## config.mk

```make
export PLATFORM = sky130hd
export DESIGN_NAME = ahbl_splitter
export DESIGN_NICKNAME = d
export VERILOG_FILES = /design/src/rtl/ahbl_splitter.sv
export SDC_FILE = /design/constraint.sdc
export NUM_CORES = 1
export LEC_CHECK = 0
export ABC_AREA = 0
export ABC_CLOCK_PERIOD_IN_PS = 800
export BUFFER_PORTS_ARGS = -buffer_cell sky130_fd_sc_hd__buf_2
export CAP_MARGIN = 20
export CORE_AREA = 2 2 131 133
export DETAILED_ROUTE_END_ITERATION = 6
export DIE_AREA = 0 0 133 135
export PLACE_DENSITY = 0.5
export SYNTH_ARGS = -nofsm -noshare
export SYNTH_HDL_FRONTEND = slang
export SYNTH_SLANG_ARGS = --single-unit
```

## constraint.sdc

```tcl
create_clock -name clk -period 0.8 [get_ports clk]
set_input_delay 0 -clock clk [delete_from_list [all_inputs] [get_ports clk]]
set_output_delay 0 -clock clk [all_outputs]
set_load 0.05 [all_outputs]
```

## src/rtl/ahbl_splitter.sv

```systemverilog
// rtl/ahbl_splitter.sv - 1:N AHB-Lite splitter with address decode, data-phase tracking and
// a built-in two-cycle ERROR responder for unmapped transfers.
module ahbl_splitter #(
   parameter int                          N_PORTS   = 2,
   parameter int                          W_ADDR    = 32,
   parameter int                          W_DATA    = 32,
   parameter logic [N_PORTS*W_ADDR-1:0]   ADDR_MAP  = '0,
   parameter logic [N_PORTS*W_ADDR-1:0]   ADDR_MASK = '0
) (
   input  logic                          clk,
   input  logic                          rst_n,
   input  logic                          src_hready,
   output logic                          src_hready_resp,
   output logic                          src_hresp,
   input  logic [W_ADDR-1:0]             src_haddr,
   input  logic                          src_hwrite,
   input  logic [1:0]                    src_htrans,
   input  logic [2:0]                    src_hsize,
   input  logic [2:0]                    src_hburst,
   input  logic [3:0]                    src_hprot,
   input  logic                          src_hmastlock,
   input  logic [W_DATA-1:0]             src_hwdata,
   output logic [W_DATA-1:0]             src_hrdata,
   output logic [N_PORTS-1:0]            dst_hready,
   input  logic [N_PORTS-1:0]            dst_hready_resp,
   input  logic [N_PORTS-1:0]            dst_hresp,
   output logic [N_PORTS*W_ADDR-1:0]     dst_haddr,
   output logic [N_PORTS-1:0]            dst_hwrite,
   output logic [N_PORTS*2-1:0]          dst_htrans,
   output logic [N_PORTS*3-1:0]          dst_hsize,
   output logic [N_PORTS*3-1:0]          dst_hburst,
   output logic [N_PORTS*4-1:0]          dst_hprot,
   output logic [N_PORTS-1:0]            dst_hmastlock,
   output logic [N_PORTS*W_DATA-1:0]     dst_hwdata,
   input  logic [N_PORTS*W_DATA-1:0]     dst_hrdata
);

   typedef enum logic [1:0] {ST_OK, ST_ERR1, ST_ERR2} state_t;

   state_t              state;
   logic                err_stall;
   logic                err_flag;
   logic [N_PORTS-1:0]  match;
   logic [N_PORTS-1:0]  sel;
   logic [N_PORTS-1:0]  dsel;
   logic                found;
   logic                active;
   logic                unmapped;

   assign active   = src_htrans[1];
   assign unmapped = src_hready && active && (match == '0);

   // Lowest-index match wins when decode windows overlap.
   always_comb begin
      match = '0;
      sel   = '0;
      found = 1'b0;
      for (int i = 0; i < N_PORTS; i++) begin
         match[i] = ((src_haddr & ADDR_MASK[i*W_ADDR +: W_ADDR]) == ADDR_MAP[i*W_ADDR +: W_ADDR]);
         if (match[i] && !found) begin
            sel[i] = 1'b1;
            found  = 1'b1;
         end
      end
   end

   genvar g;
   generate
      for (g = 0; g < N_PORTS; g++) begin : g_fanout
         assign dst_haddr[g*W_ADDR +: W_ADDR]  = src_haddr;
         assign dst_hwrite[g]                  = src_hwrite;
         assign dst_htrans[g*2 +: 2]           = (sel[g] && rst_n) ? src_htrans : 2'b00;
         assign dst_hsize[g*3 +: 3]            = src_hsize;
         assign dst_hburst[g*3 +: 3]           = src_hburst;
         assign dst_hprot[g*4 +: 4]            = src_hprot;
         assign dst_hmastlock[g]               = src_hmastlock;
         assign dst_hwdata[g*W_DATA +: W_DATA] = src_hwdata;
         assign dst_hready[g]                  = src_hready;
      end
   endgenerate

   always_ff @(posedge clk or negedge rst_n) begin
      if (!rst_n) begin
         state     <= ST_OK;
         err_stall <= 1'b0;
         err_flag  <= 1'b0;
         dsel      <= '0;
      end else begin
         if (src_hready)
            dsel <= sel & {N_PORTS{active}};
         case (state)
            ST_ERR1: begin
               state     <= ST_ERR2;
               err_stall <= 1'b0;
               err_flag  <= 1'b1;
            end
            default: begin
               state     <= unmapped ? ST_ERR1 : ST_OK;
               err_stall <= unmapped;
               err_flag  <= unmapped;
            end
         endcase
      end
   end

   // Error responder overrides the slave mux; dsel is always zero while it runs.
   always_comb begin
      src_hready_resp = 1'b1;
      src_hresp       = 1'b0;
      src_hrdata      = '0;
      if (err_flag) begin
         src_hready_resp = !err_stall;
         src_hresp       = 1'b1;
      end else begin
         for (int i = 0; i < N_PORTS; i++) begin
            if (dsel[i]) begin
               src_hready_resp = dst_hready_resp[i];
               src_hresp       = dst_hresp[i];
               src_hrdata      = dst_hrdata[i*W_DATA +: W_DATA];
            end
         end
      end
   end

endmodule

```

After elaboration in Yosys (flattened, before gate mapping)
Cells that the tools add are included.

word-level totals
  word-level logic and storage cells = 13
  bits in registers = 4
  input bits = 149

operators by class
  multiplexer cells = 9
  equality and inequality tests = 1

operators by type and width
  operator                                              count
  2-to-1 mux 32 bit                                     2
  2-to-1 mux 1 bit                                      5
  2-to-1 mux 2 bit                                      2
  equality test 2 x 1 -> 1 bit (second input constant)  1

Longest topological paths before layout
  depth after elaboration = 2
  depth in mapped cells = 2

Worst setup path after synthesis
Ideal clock, no wire load.

  kind = register to output
  start = register dsel[0]
  end = output src_hrdata[0]
  data required time = 0.800 ns
  data arrival time = 0.857 ns
  stages on the path, launching flop included = 3
  slack = -0.057 ns
  cell sequence = dfrtp_1 clkbuf_2 and2_2

on the way
  cells in the longest elaborated chain, start to end = 2

ends and longest elaborated chain
  what                    line  source
  from (decl)             45    logic [N_PORTS-1:0] dsel;
  from (signal assigned)  90    dsel <= sel & {N_PORTS{active}};
  2-to-1 mux 32 bit       116   if (dsel[i]) begin
  2-to-1 mux 32 bit       111   if (err_flag) begin
  to (decl)               23    output logic [W_DATA-1:0] src_hrdata,

Every way passes these cells.

==> Flow_metrics.wiki <==
{| class="wikitable"
! Metric !! Value
|-
| Run status || finished, violations left
|-
| Violations in the final reports || negative setup slack
|-
| Final core occ || 0.0772
|-
| Cell count after synthesis || about 200
|-
| Largest regs || dsel: 1 flops
|-
| Die Wd || 133 µm
|-
| Post-synthesis share of cell area spent on and, or, nand and nor gates || 0.179
|-
| Critical path capture point type || register
|-
| Average size of a mapped cell || between 7 and 8 µm²
|-
| Critical-path cell list || buf_12 > mux2_2
|-
| Largest net degree at the start of global routing || 24
|-
| Vias in the first global route || 771
|-
| Max stage delay on crit path || 0.40 ns
|-
| Average routed wire per standard cell || 10.5 µm
|-
| Worst voltage drop across the vdd grid || 0.365 mV
|-
| Number of cells on the worst reg-to-reg path || 2
|-
| Final slew viol count || 0
|-
| Sequential area share after synthesis || 0.0168
|-
| Port Buf Inserts || 76
|-
| Number of routed nets with antenna violations || 0
|-
| First-pass GRT wire length || 4.66 mm
|-
| Worst Setup Slack, final || -0.145 ns
|-
| Instance count along the most critical hold path || 0
|-
| Cell at the slowest stage of the critical path || sky130_fd_sc_hd__dfrtp_1
|-
| Maximum Capacitance Violations || 0
|-
| CP required || between 0.6 and 0.7 ns
|-
| Flip-flop and latch count after synthesis || 1
|-
| Clk_skew || 0 ns
|-
| Pre-CTS WS || -0.193 ns
|-
| Worst hold path type || in2out
|-
| Flop-to-flop setup slack || -0.15 ns
|-
| Share of cells above drive strength 1 || 0.941
|-
| Capture point of the worst reg-to-reg path || dsel[0]
|-
| Final cycle utilization of the critical path || 1.18
|-
| Number of antenna violations at the first check in global routing || 1
|-
| Fin nets || between 200 and 300
|-
| Total wire length || 3.54 mm
|-
| Mapped Area || 1490 µm²
|-
| Vias || 670
|-
| Layout fillers || 1915
|-
| Warning count from the yosys run || 0
|-
| Fin Setup TNS || -3.16 ns
|-
| Leakage power of the design || 0.551 nW
|-
| Cell Rows || 47
|-
| Clock network latency to the later pin of the worst-skew pair || 0 ns
|-
| Hold path startpoint || src_hwdata[21]
|-
| DR DRC count || 0
|-
| Min Tclk post-route || 0.945 ns
|-
| Mux cell area share after synthesis || 0.00754
|-
| Worst setup path class || reg2reg
|-
| Power density over cell area || 1020 nW/µm²
|-
| Largest register FFs || 1
|-
| Highest achievable clock rate || 1.06 GHz
|-
| Data arrival time of the critical path || between 0.8 and 0.9 ns
|-
| Unrepaired setup endpoints after global routing || true
|-
| Area growth from synthesis to final layout || -15.2%
|-
| DR iter-0 viols || 19
|-
| Largest Register || dsel
|-
| # IOs || 341
|-
| Overflow left after global routing || 0
|-
| Detailed-router iteration count before antenna repair || 2
|-
| Die area || 18000 µm²
|-
| Startpoint Class || register
|-
| Worst hold path endpoint || dst_hwdata[53]
|-
| XOR/XNOR Fraction of Synth Area || 0
|-
| DIE HEIGHT || 135 µm
|-
| Routability congestion estimate || 0.743
|-
| Core ar. || 16400 µm²
|-
| CP max FO || 23
|-
| FF-to-FF Start || dsel[0]
|-
| Setup-failing EPs final || 35
|-
| Per-cell via count in the routed design || a little under 2
|-
| Adder-cell share of the synthesized area || 0
|-
| Global-route usage over all layers || 0.0348
|-
| Final number of hold-violating endpoints || 0
|-
| Compound-cell area share of the yosys netlist || 0
|-
| Number of diodes || 0
|-
| Main combinational cell family by area after synthesis || buffers and inverters
|-
| Starting density of the core || 0.0911
|-
| Register clock-pin slew on the reported worst setup and hold paths || 0 ns
|-
| Number of library cell types mapped by synthesis || 8
|-
| Final HPWL DP || 3.15 mm
|}
## cells in the final DEF (no fill, tap or decap), drive strengths merged
cell type,instances
and2,35
buf,78
conb,2
dfrtp,1
dlygate4sd3,1
mux2,1
or2b,1
## routing by layer
| layer | GRT usage | up-vias | wire (µm) |
|---|---|---|---|
| met4 | 0.0394 | 0 | 397 |
| met3 | 0.0135 | 53 | 548 |
| li1 | - | 276 | - |
| met2 | 0.0725 | 84 | 1960 |
| met5 | 0 | - | 0 |
| met1 | 0.0192 | 257 | 635 |
## synth_stat cells
cell / count / area (µm²)
sky130_fd_sc_hd__and2_1: 2 / 12.5
sky130_fd_sc_hd__and2_2: 33 / 248
sky130_fd_sc_hd__buf_4: 156 / 1170
sky130_fd_sc_hd__clkbuf_2: 3 / 15.0
sky130_fd_sc_hd__conb_1: 1 / 3.75
sky130_fd_sc_hd__dfrtp_1: 1 / 25.0
sky130_fd_sc_hd__mux2_2: 1 / 11.3
sky130_fd_sc_hd__or2b_1: 1 / 7.51
## worst max path at each step
stage / end / from / cells after the start / slack, ns
floorplan: src_hrdata[0] / dsel[0] / 2 / -0.06
global placement: src_hready_resp / dsel[0] / 3 / -0.17
detailed placement: src_hready_resp / dsel[0] / 3 / -0.19
CTS: dsel[0] / dsel[0] / 2 / -0.15
global route: src_hready_resp / dsel[0] / 3 / -0.17
finish: dsel[0] / dsel[0] / 2 / -0.15
## worst max-delay path, delay by kind of cell, from the launching register on
kind | cells | cell delay, ns
DFF | 1 | 0.40
muxes | 1 | 0.25
buffers and inverters | 1 | 0.17
## kinds of logic (layout without fill, tap and decap cells)
family	count (synthesis)	count (layout)
flops	1	1
buf+inv	159	79
mux	1	1
other cells	1	2
simple gates	36	36
## metrics by stage
stage,total power [mW],cell area [µm²],instances,hold WS (ns)
after floorplan,2.83,1500,199,-0.296
after global placement,1.11,1070,338,-0.198
after detailed placement,1.12,1070,338,-0.202
after CTS,1.29,1260,339,0.000497
after global routing,1.33,1270,339,0.000106
final,1.29,1270,339,0.0000223
## power breakdown
| part | total (mW) | switching (mW) | internal [mW] |
|---|---|---|---|
| registers | 0.0633 | 0.00663 | 0.0566 |
| logic | 1.22 | 0.736 | 0.488 |
| clock network | 0 | 0 | 0 |
| total | 1.29 | 0.742 | 0.545 |
## layout make-up
class / instances / area (µm²) / area share
flip-flops and latches: 1 / 25.0 / 0.0198
repair buffers: 79 / 678 / 0.536
multi-input cells: 39 / 288 / 0.227
well taps: 220 / 275 / 0.217
## timing repair
action                                 4_1_cts  5_1_grt
cloned                                       0        0
hold buffers                                 1        0
gates resized for setup                     59        1
buffers inserted                             0        0
setup endpoints to repair                   35       35
endpoints found under the hold margin        1        0
(Power assumes the default switching activity.)
